File: src/rtl/demux1x4_tdm.sv
// demux1x4_tdm: time-division demultiplexer, one serial stream to four lanes.
// Slots 0..2 of a frame are staged in a shadow register. All four lanes are
// published together when slot 3 arrives, so y0..y3 always hold one coherent
// frame. A sync strobe aligns the frame. After the first sync the slot counter
// keeps running frame after frame without needing another sync.
module demux1x4_tdm #(
   parameter int WIDTH = 1
) (
   input  logic             clk,
   input  logic             rst_n,
   input  logic             en,
   input  logic             sync,
   input  logic [WIDTH-1:0] din,
   output logic [WIDTH-1:0] y0,
   output logic [WIDTH-1:0] y1,
   output logic [WIDTH-1:0] y2,
   output logic [WIDTH-1:0] y3,
   output logic             frame_valid,
   output logic             frame_err,
   output logic             locked,
   output logic [3:0]       slot_oh
);

   logic [1:0]       slot_q, slot_d;
   logic             locked_q, locked_d;
   logic [WIDTH-1:0] sh0_q, sh0_d;
   logic [WIDTH-1:0] sh1_q, sh1_d;
   logic [WIDTH-1:0] sh2_q, sh2_d;
   logic [WIDTH-1:0] y0_q, y0_d;
   logic [WIDTH-1:0] y1_q, y1_d;
   logic [WIDTH-1:0] y2_q, y2_d;
   logic [WIDTH-1:0] y3_q, y3_d;
   logic             fv_q, fv_d;
   logic             fe_q, fe_d;

   // Consume one slot per enabled edge; the pulses default low so they last one cycle
   always_comb begin
      slot_d   = slot_q;
      locked_d = locked_q;
      sh0_d    = sh0_q;
      sh1_d    = sh1_q;
      sh2_d    = sh2_q;
      y0_d     = y0_q;
      y1_d     = y1_q;
      y2_d     = y2_q;
      y3_d     = y3_q;
      fv_d     = 1'b0;
      fe_d     = 1'b0;
      if (en) begin
         if (sync) begin
            // A sync away from slot 0 drops the partial frame and restarts alignment
            if (locked_q && (slot_q != 2'd0)) begin
               fe_d = 1'b1;
            end
            sh0_d    = din;
            slot_d   = 2'd1;
            locked_d = 1'b1;
         end else if (locked_q) begin
            case (slot_q)
               2'd0: begin
                  sh0_d  = din;
                  slot_d = 2'd1;
               end
               2'd1: begin
                  sh1_d  = din;
                  slot_d = 2'd2;
               end
               2'd2: begin
                  sh2_d  = din;
                  slot_d = 2'd3;
               end
               default: begin
                  y0_d   = sh0_q;
                  y1_d   = sh1_q;
                  y2_d   = sh2_q;
                  y3_d   = din;
                  slot_d = 2'd0;
                  fv_d   = 1'b1;
               end
            endcase
         end
      end
   end

   // State registers; reset clears data as well so a broken frame never leaks out
   always_ff @(posedge clk or negedge rst_n) begin
      if (!rst_n) begin
         slot_q   <= 2'd0;
         locked_q <= 1'b0;
         sh0_q    <= '0;
         sh1_q    <= '0;
         sh2_q    <= '0;
         y0_q     <= '0;
         y1_q     <= '0;
         y2_q     <= '0;
         y3_q     <= '0;
         fv_q     <= 1'b0;
         fe_q     <= 1'b0;
      end else begin
         slot_q   <= slot_d;
         locked_q <= locked_d;
         sh0_q    <= sh0_d;
         sh1_q    <= sh1_d;
         sh2_q    <= sh2_d;
         y0_q     <= y0_d;
         y1_q     <= y1_d;
         y2_q     <= y2_d;
         y3_q     <= y3_d;
         fv_q     <= fv_d;
         fe_q     <= fe_d;
      end
   end

   // Next-slot pointer, decoded only from registered state and blank while unlocked
   always_comb begin
      slot_oh = 4'b0000;
      if (locked_q) begin
         slot_oh = 4'b0001 << slot_q;
      end
   end

   assign y0          = y0_q;
   assign y1          = y1_q;
   assign y2          = y2_q;
   assign y3          = y3_q;
   assign frame_valid = fv_q;
   assign frame_err   = fe_q;
   assign locked      = locked_q;

endmodule

File: config.mk
export PLATFORM = sky130hd
export DESIGN_NAME = demux1x4_tdm
export DESIGN_NICKNAME = d
export VERILOG_FILES = /design/src/rtl/demux1x4_tdm.sv
export SDC_FILE = /design/constraint.sdc
export NUM_CORES = 1
export LEC_CHECK = 0
export CORE_MARGIN = 1
export CORE_UTILIZATION = 40
export DETAILED_ROUTE_END_ITERATION = 6
export PLACE_DENSITY = 0.75
export SLEW_MARGIN = 20
export SYNTH_ARGS = -nofsm -noshare
export SYNTH_HDL_FRONTEND = slang
export SYNTH_SLANG_ARGS = --single-unit
export TNS_END_PERCENT = 1
File: constraint.sdc
create_clock -name clk -period 2.5 [get_ports clk]
set_input_delay 0.5 -clock clk [delete_from_list [all_inputs] [get_ports clk]]
set_output_delay 0.5 -clock clk [all_outputs]
set_load 0.05 [all_outputs]
==> summary.txt <==
Clock tree
  – CTS tree: done
  – H-tree level count: 1
  – CTS buffer count: 3
  – Clock transition at path regs: 0.06 ns
  – CTS sink count: 12
  – Maximum root-to-sink buffer count: 2
  – CTS Hold Buffers Added: 0
  – Worst-skew pair later-pin latency: 0.27 ns
  – Post-CTS Setup Inserts: 0
  – Post-cts sizing count: 0
  – CTS root buffer: clkbuf_4

Placed design
  – Port bufs: 15
  – Number of instances in the placed design: 77
  – Final HPWL DP: 750 µm
  – Gp weighted congestion: 0.728

Yosys
  – Largest area contributor in the netlist: dfrtp_1
  – Most frequent cell after synthesis: dfrtp_1
  – EDFF count, synth: 0
  – Yosys reg bits: 12
  – Synth Warn #: 0
  – Cells after Synth: 50
  – Netlist cell types: 20
  – Post-synth net total: 60
  – Seq/Total Area, Yosys: 49.8%
  – Synth top area cells: dfrtp_1, mux2_2, ha_1
  – Synth Flop Type: dfrtp_1
  – Synthesized area per cell: 12.1 µm²
  – Syn Std Cell Area: 603 µm²
  – Synth top area share: 49.8%
  – FFs w/ async S/R, synth: 100%
  – Synth top cells by count: dfrtp_1, mux2_2, ha_1

Floorplan
  – Effective utilization at floorplan: 44.7%
  – Die ar.: 1670 µm²
  – IO Pins: 16
  – # rows: 13
  – Die Wd: 40.8 µm
  – Die height: 40.8 µm
  – Core area: 1350 µm²

Flow run
  – MaxCap Viol Count: 0

Outcome
  – Outcome: finished, final reports clean

STA
  – RSZ-0062 raised after global routing: no
  – Max Slew Vio Count: 0
  – Final hold vios: 0
  – Period Utilization, post-route: 96.9%
  – Clock skew: 0.00853 ns
  – Peak Freq: 413 MHz
  – Sum Neg Setup Slack: 0 ns
  – Minimum clock period: 2.42 ns
  – Max-slew headroom: 65.4%
  – Least-Margin Pin Slew: 0.518 ns
  – Count of final setup violators: 0

Cells and area
  – Register area: 300 µm²
  – Footprint of the multi-input gates: 277 µm²
  – # nets final: 77
  – Layout cells sized above 1: 15.2%
  – Fill cells: 115
  – Diode count: 0
  – Finished Layout Cells: 81
  – Area Overhead vs Synth: 31.5%

Worst setup path
  – Worst Path Arrival: 1.92 ns
  – CP Launch Type: register
  – R2R Path End: y3
  – FF-to-FF Start: locked
  – Worst Path Required: 2.00 ns
  – Reg-to-reg setup timing slack: 1.09 ns
  – R2R cell count: 2
  – CP endpoint kind: primary output
  – Worst setup path class: register to primary output
  – Worst-path maximum fanout: 4

GRT
  – Grt ovf: 0
  – First-pass GRT wire length: 1.54 mm
  – GRT Total Usage: 14.8%
  – Initial antenna violation count: 0
  – Met3 global-route usage: 8.15%
  – Global route hottest layer: met2
  – Largest net degree at the start of global routing: 17
  – Grt met2 use: 21.9%
  – Met1 global-route usage: 19.2%
  – Vias in the first global route: 343

Detailed routing
  – Vias: 416
  – DRT iter0 DRCs: 2
  – Routed WL: 1.02 mm
  – Routed vias/inst: 5.14
  – DRC viols: 0
  – Post-route antenna net violation count: 0
  – DR pass1 iterations: 2
  – WL per Instance: 12.6 µm

Pwr
  – Worst IR Drop VDD: 482 µV
  – Power Density: 1020 nW/µm²
  – Leak pwr: 0.000360 µW

Min path
  – Min-Delay Path Class: register to register
  – Hold_sp: sh0_q
  – Worst Hold Depth: 1
  – Hold path endpoint: y0
==> cell families after synthesis <==
logic type,Yosys count,share of synthesized area (%)
AOI/OAI and AO/OA,7,8.30
adders and majority gates,5,10.4
muxes,6,11.2
buffers and inverters,6,4.36
and+or+nand+nor,14,16.0
DFF,12,49.8
==> final cells by class <==
class / count / area share [%]
timing repair buffer: 15 / 18.9
inverter: 3 / 1.42
clock buffer: 4 / 4.57
sequential: 12 / 37.9
multi-input combinational: 32 / 34.9
tap: 15 / 2.37
==> cell usage in the layout (no fill, tap or decap), drive strengths merged, types with 2 or more instances in the layout <==
cell type,n
clkdlybuf4s50,15
nand4b,3
mux2,6
dfrtp,12
and2,4
nand3,2
ha,5
clkbuf,4
inv,3
==> routing by layer <==
layer | vias up | routed length, µm
met5 | - | 0
met4 | 0 | 0
met3 | 0 | 64
met2 | 14 | 467
met1 | 193 | 485
li1 | 209 | -
==> state kept, by name, indices dropped and copies added, names as in the netlist <==
register and flops:
y3 1, sh0_q 1, sh2_q 1, frame_err 1
sh1_q 1, y0 1, frame_valid 1, y2 1
y1 1, slot_q 2, locked 1
==> power breakdown <==
group          internal, µW  switching (µW)
Sequential              250            26.4
Combinational           145             236
Clock                  88.5            60.6
Total                   484             323
==> worst max-delay path by stage <==
stage | cells after the start | endpoint | slack [ns] | start
2_1_floorplan | 2 | slot_oh[2] | 0.63 | locked
3_3_place_gp | 4 | slot_oh[2] | 0.35 | slot_q[0]
3_5_place_dp | 4 | slot_oh[2] | 0.35 | slot_q[0]
4_1_cts | 4 | slot_oh[2] | 0.05 | slot_q[0]
5_1_grt | 4 | slot_oh[2] | 0.006 | slot_q[0]
6_report | 4 | slot_oh[2] | 0.08 | slot_q[0]
==> per-stage QoR <==
step                      area (µm²)  utilization (%)  hold WS [ns]  worst slack, ns  total power (µW)
final                            793             58.8         0.501           0.0783               807
after global routing             793             58.8         0.532          0.00577               855
after CTS                        793             58.8         0.507           0.0536               817
after detailed placement         757             56.1         0.491            0.353               665
after global placement           757             56.1         0.481            0.348               659
after floorplan                  603                -         0.204            0.634               542
==> critical path, stage by stage (launching register included) <==
cell and delay (ns):
dfrtp_1 0.41, inv_1 0.13, ha_1 0.20, and2_1 0.13
clkdlybuf4s50_1 0.79
No activity file was read; power rests on OpenSTA's default activity.
==> variant 1 (same flow settings) <==
Put one more register stage on the output `frame_err`, cleared by the reset. The value now appears one clock later. The other outputs are not delayed to match.
--- a/src/rtl/demux1x4_tdm.sv
+++ b/src/rtl/demux1x4_tdm.sv
@@ -124,7 +124,13 @@
    assign y2          = y2_q;
    assign y3          = y3_q;
    assign frame_valid = fv_q;
-   assign frame_err   = fe_q;
+   always_ff @(posedge clk or negedge rst_n) begin
+      if (!rst_n) begin
+         frame_err <= '0;
+      end else begin
+         frame_err <= fe_q;
+      end
+   end
    assign locked      = locked_q;
 
 endmodule
Formal check against the unedited RTL: not equivalent (a bounded check fails within 4 cycles, from zero or initial values and one cycle with rst_n low).
==> variant 1 against the original RTL <==
Synthesized area increased by 4.1%. Power about the same. Worst setup slack improved by 87 ps. Highest routed layer unchanged. Sequential cell count increased by 1. Wire length increased by 11%. Via count increased by 4.6%. Combinational power about the same. Final area increased by 2.8%. Sequential power increased by 6%. Die area increased by 3.9%.
==> variant 1: results (changes against the original RTL) <==
stage	metric	value	unit	change
grt	GRT met3 Usage	8.261	%	was 8.152%
routing	routed wire length	1127	um	was 1017 um
cts	Clk Latency, worst-skew pair	280	ps	
sta	worst slew pin tran	571.6	ps	was 517.8 ps
final_layout	Layout Nets	78		was 77
routing	first drt pass iteration count	4		was 2
placement	GPL Wtd Cong	0.7228		was 0.7283
power	leakage power	0.4078	nW	was 0.3596 nW
logic_synthesis	synth top area cells	dfrtp_1 (52%), mux2_2 (11%), ha_1 (10%), nand4b_1 (4.2%), and2_1 (4.0%)		was dfrtp_1 (50%), mux2_2 (11%), ha_1 (10%), nand4b_1 (4.4%), and2_1 (4.1%)
final_layout	Biggest register	slot_q		unchanged
final_layout	fillers	106		was 115
logic_synthesis	synth cell count leaders	dfrtp_1 (13), mux2_2 (6), ha_1 (5)		was dfrtp_1 (12), mux2_2 (6), ha_1 (5)
min_path	Hold WC Path Type	reg2reg		unchanged
setup_path	Worst Path Arrival	1830	ps	was 1920 ps
sta	Final Max Tran Viols	0		unchanged
routing	initial drt markers	11		was 2
logic_synthesis	Syn Nets	61		was 60
cts	H-tree depth	1		unchanged
cts	total CTS buffers	3		unchanged
outcome	status	completed		unchanged
placement	Post-DP Area	782.0	sq um	was 757.0 sq um
grt	Global Route Usage Sum	14.77	%	was 14.84%
setup_path	R2R Setup Slk	1110	ps	was 1090 ps
cts	CTS clock-pin slew for the worst setup and hold paths	80	ps	was 60 ps
routing	Via density	5.305		was 5.136
grt	global-route wire length before repair	1904	um	was 1538 um
grt	GR Util met1	20.56	%	was 19.18%
setup_path	Critical path origin	locked		was slot_q[0]
setup_path	Setup crit end	slot_oh[3]		was slot_oh[2]
setup_path	worst-path fanout max	16		was 4
grt	vias in the first global route	403		was 343
grt	met2 global-route usage	20.63	%	was 21.88%
final_layout	share of layout cells above drive strength 1	13.43	%	was 15.15%
power	Worst VDD drop	0.5423	mV	was 0.4822 mV
placement	DP HPWL	796.1	um	was 749.9 um
sta	skew final	5.450	ps	was 8.534 ps
grt	initial antenna violation count	0		unchanged
logic_synthesis	Seq/Total Area, Yosys	51.79	%	was 49.79%
-- variant 1: per-stage QoR --
stage / instances / setup WS (ps) / hold slack, ps
after floorplan: 51 / 633.9 / 204.4
after global placement: 78 / 352.3 / 337.6
after detailed placement: 78 / 326.8 / 339.7
after CTS: 82 / 16.95 / 358.9
after global routing: 82 / 75.29 / 373.2
final: 82 / 165.1 / 356.8
-- variant 1: report_power, final --
group          internal, mW  leakage, nW  switching, mW
registers             0.268        0.159         0.0271
logic                 0.145        0.233          0.236
clock network        0.0619       0.0150         0.0688
-- variant 1: cells by family (layout without fill, tap and decap cells) --
| kind of cell | Yosys count | count (layout) | share of synthesized area (%) |
|---|---|---|---|
| and+or+nand+nor | 14 | 14 | 15.34 |
| DFF | 13 | 13 | 51.79 |
| AOI/OAI and AO/OA | 7 | 7 | 7.968 |
| muxes | 6 | 6 | 10.76 |
| buffers and inverters | 6 | 22 | 4.182 |
| adders and majority gates | 5 | 5 | 9.960 |
-- variant 1: metal layers --
layer  share of wire [%]  up-vias
li1                    -      213
met4                   0        0
met2                  45       12
met5                   0        -
met3                 6.7        0
met1                  48      210
-- variant 1: worst min-delay path by stage --
stage,slack [ps],end,cells past startpoint,startpoint
5_1_grt,370,frame_err,0,fe_q
2_1_floorplan,200,fe_q,0,rst_n
4_1_cts,360,frame_err,0,fe_q
3_3_place_gp,340,frame_err,0,fe_q
3_5_place_dp,340,frame_err,0,fe_q
6_report,360,frame_err,0,fe_q
-- variant 1: critical path, stage by stage, from the launching register on --
cell and delay (ps):
dfrtp_1 590, and2_1 180, clkdlybuf4s50_1 790
-- variant 1: final cells by class --
cell class / count / area, sq um / area share, %
Multi-Input combinational cell: 32 / 276.5 / 33.90
Tap cell: 15 / 18.77 / 2.301
Timing Repair Buffer: 15 / 157.7 / 19.33
Sequential cell: 13 / 325.3 / 39.88
Clock buffer: 4 / 26.28 / 3.221
Inverter: 3 / 11.26 / 1.380
==> variant 2 (same flow settings) <==
Without the edit above. Make the reset (`rst_n`) synchronous in one clocked block.
--- a/src/rtl/demux1x4_tdm.sv
+++ b/src/rtl/demux1x4_tdm.sv
@@ -83,7 +83,7 @@
    end
 
    // State registers; reset clears data as well so a broken frame never leaks out
-   always_ff @(posedge clk or negedge rst_n) begin
+   always_ff @(posedge clk) begin
       if (!rst_n) begin
          slot_q   <= 2'd0;
          locked_q <= 1'b0;
Behaviour: differs if rst_n is asserted again (counterexample within 4 cycles, from zero or initial values and one cycle with rst_n low); with rst_n held inactive, the same outputs for 10 cycles.
==> variant 2 against the original RTL <==
Cell count is 12% higher. Synthesized cell count is 18% higher. Final area is 5.7% lower. Sequential cell count stayed put. Largest cell class is now multi-input combinational cells. Highest routed layer unchanged. Wire length is 0.79% higher. Worst setup slack better by 29 ps. Synthesized area is 6.2% lower.
Power is not compared: it rests on default switching activity, and its combinational part moved more than twofold at a synthesized area within 25%.
==> variant 2: results (changes against the original RTL) <==
stage	metric	value	unit	change
final_layout	Layout Nets	88		was 77
routing	DR WL/cell	11.26	um	was 12.56 um
grt	GRT met3 Usage	3.409	%	was 8.152%
min_path	HP Start	sh0_q		unchanged
grt	vias in the first global route	387		was 343
final_layout	multi-input gate share of total cell area	38.96	%	was 34.86%
placement	Post-DP Area	711.9	sq um	was 757.0 sq um
final_layout	fin cells	91		was 81
setup_path	Reg-to-Reg End	y1		was y3
setup_path	Critical path origin	slot_q[0]		unchanged
setup_path	R2R Setup Slk	1310	ps	was 1090 ps
final_layout	Multi-In Gates	42		was 32
logic_synthesis	synth cell count leaders	dfxtp_1 (12), nand2_1 (8), ha_1 (6)		was dfrtp_1 (12), mux2_2 (6), ha_1 (5)
final_layout	register area	240.2	sq um	was 300.3 sq um
logic_synthesis	Synth Area in Adders	13.27	%	was 10.37%
grt	Global Route Usage Sum	16.69	%	was 14.84%
logic_synthesis	Yosys cell types	17		was 20
routing	routed wire length on met3	62	um	was 64 um
grt	global-route wire length before repair	1718	um	was 1538 um
routing	vias post-DR	446		was 416
final_layout	fillers	121		was 115
routing	initial drt markers	4		was 2
final_layout	buffer share of cell area	20.07	%	was 18.93%
min_path	hold path endpoint	sh0_q		was y0
floorplanning	Die X	39.60	um	was 40.83 um
logic_synthesis	Seq/Total Area, Yosys	42.48	%	was 49.79%
placement	GPL Wtd Cong	0.7248		was 0.7283
cts	CTS clock-pin slew for the worst setup and hold paths	80	ps	was 60 ps
logic_synthesis	mux contribution to synthesized area	5.310	%	was 11.20%
routing	first drt pass iteration count	4		was 2
logic_synthesis	complex-gate fraction of the synthesized area	10.18	%	was 8.299%
setup_path	worst flop-to-flop path startpoint	slot_q[1]		was locked
logic_synthesis	post-synthesis cell count	59		was 50
placement	placed cell count	87		was 77
grt	met2 global-route usage	25.82	%	was 21.88%
setup_path	reg2reg path depth	4		was 2
sta	skew final	5.007	ps	was 8.534 ps
routing	wl on met1	481	um	was 485 um
grt	GR Util met1	21.80	%	was 19.18%
final_layout	share of layout cells above drive strength 1	9.211	%	was 15.15%
outcome	status	completed		unchanged
## variant 2: worst min-delay path, delay by kind of cell (launching register included)
kind | cells | cell delay, ps
DFF | 1 | 300
muxes | 1 | 60
and+or+nand+nor | 1 | 60
## variant 2: power by group
part | internal [mW] | switching (mW) | leakage (nW)
Sequential | 0.195 | 0.00498 | 0.0973
Clock | 0.0884 | 0.0617 | 0.0210
Combinational | 0.0196 | 0.0276 | 0.201
Total | 0.303 | 0.0943 | 0.319
## variant 2: metrics by stage
stage / hold WS (ps) / util [%] / power, mW / setup WS, ps
floorplan: 437.5 / - / 0.2364 / 758.3
finish: 469.3 / 57.50 / 0.3970 / 107.7
global route: 498.8 / 57.50 / 0.4160 / 31.22
detailed placement: 463.4 / 54.71 / 0.2515 / 398.8
global placement: 453.4 / 54.71 / 0.2499 / 448.0
CTS: 474.3 / 57.50 / 0.4019 / 98.34
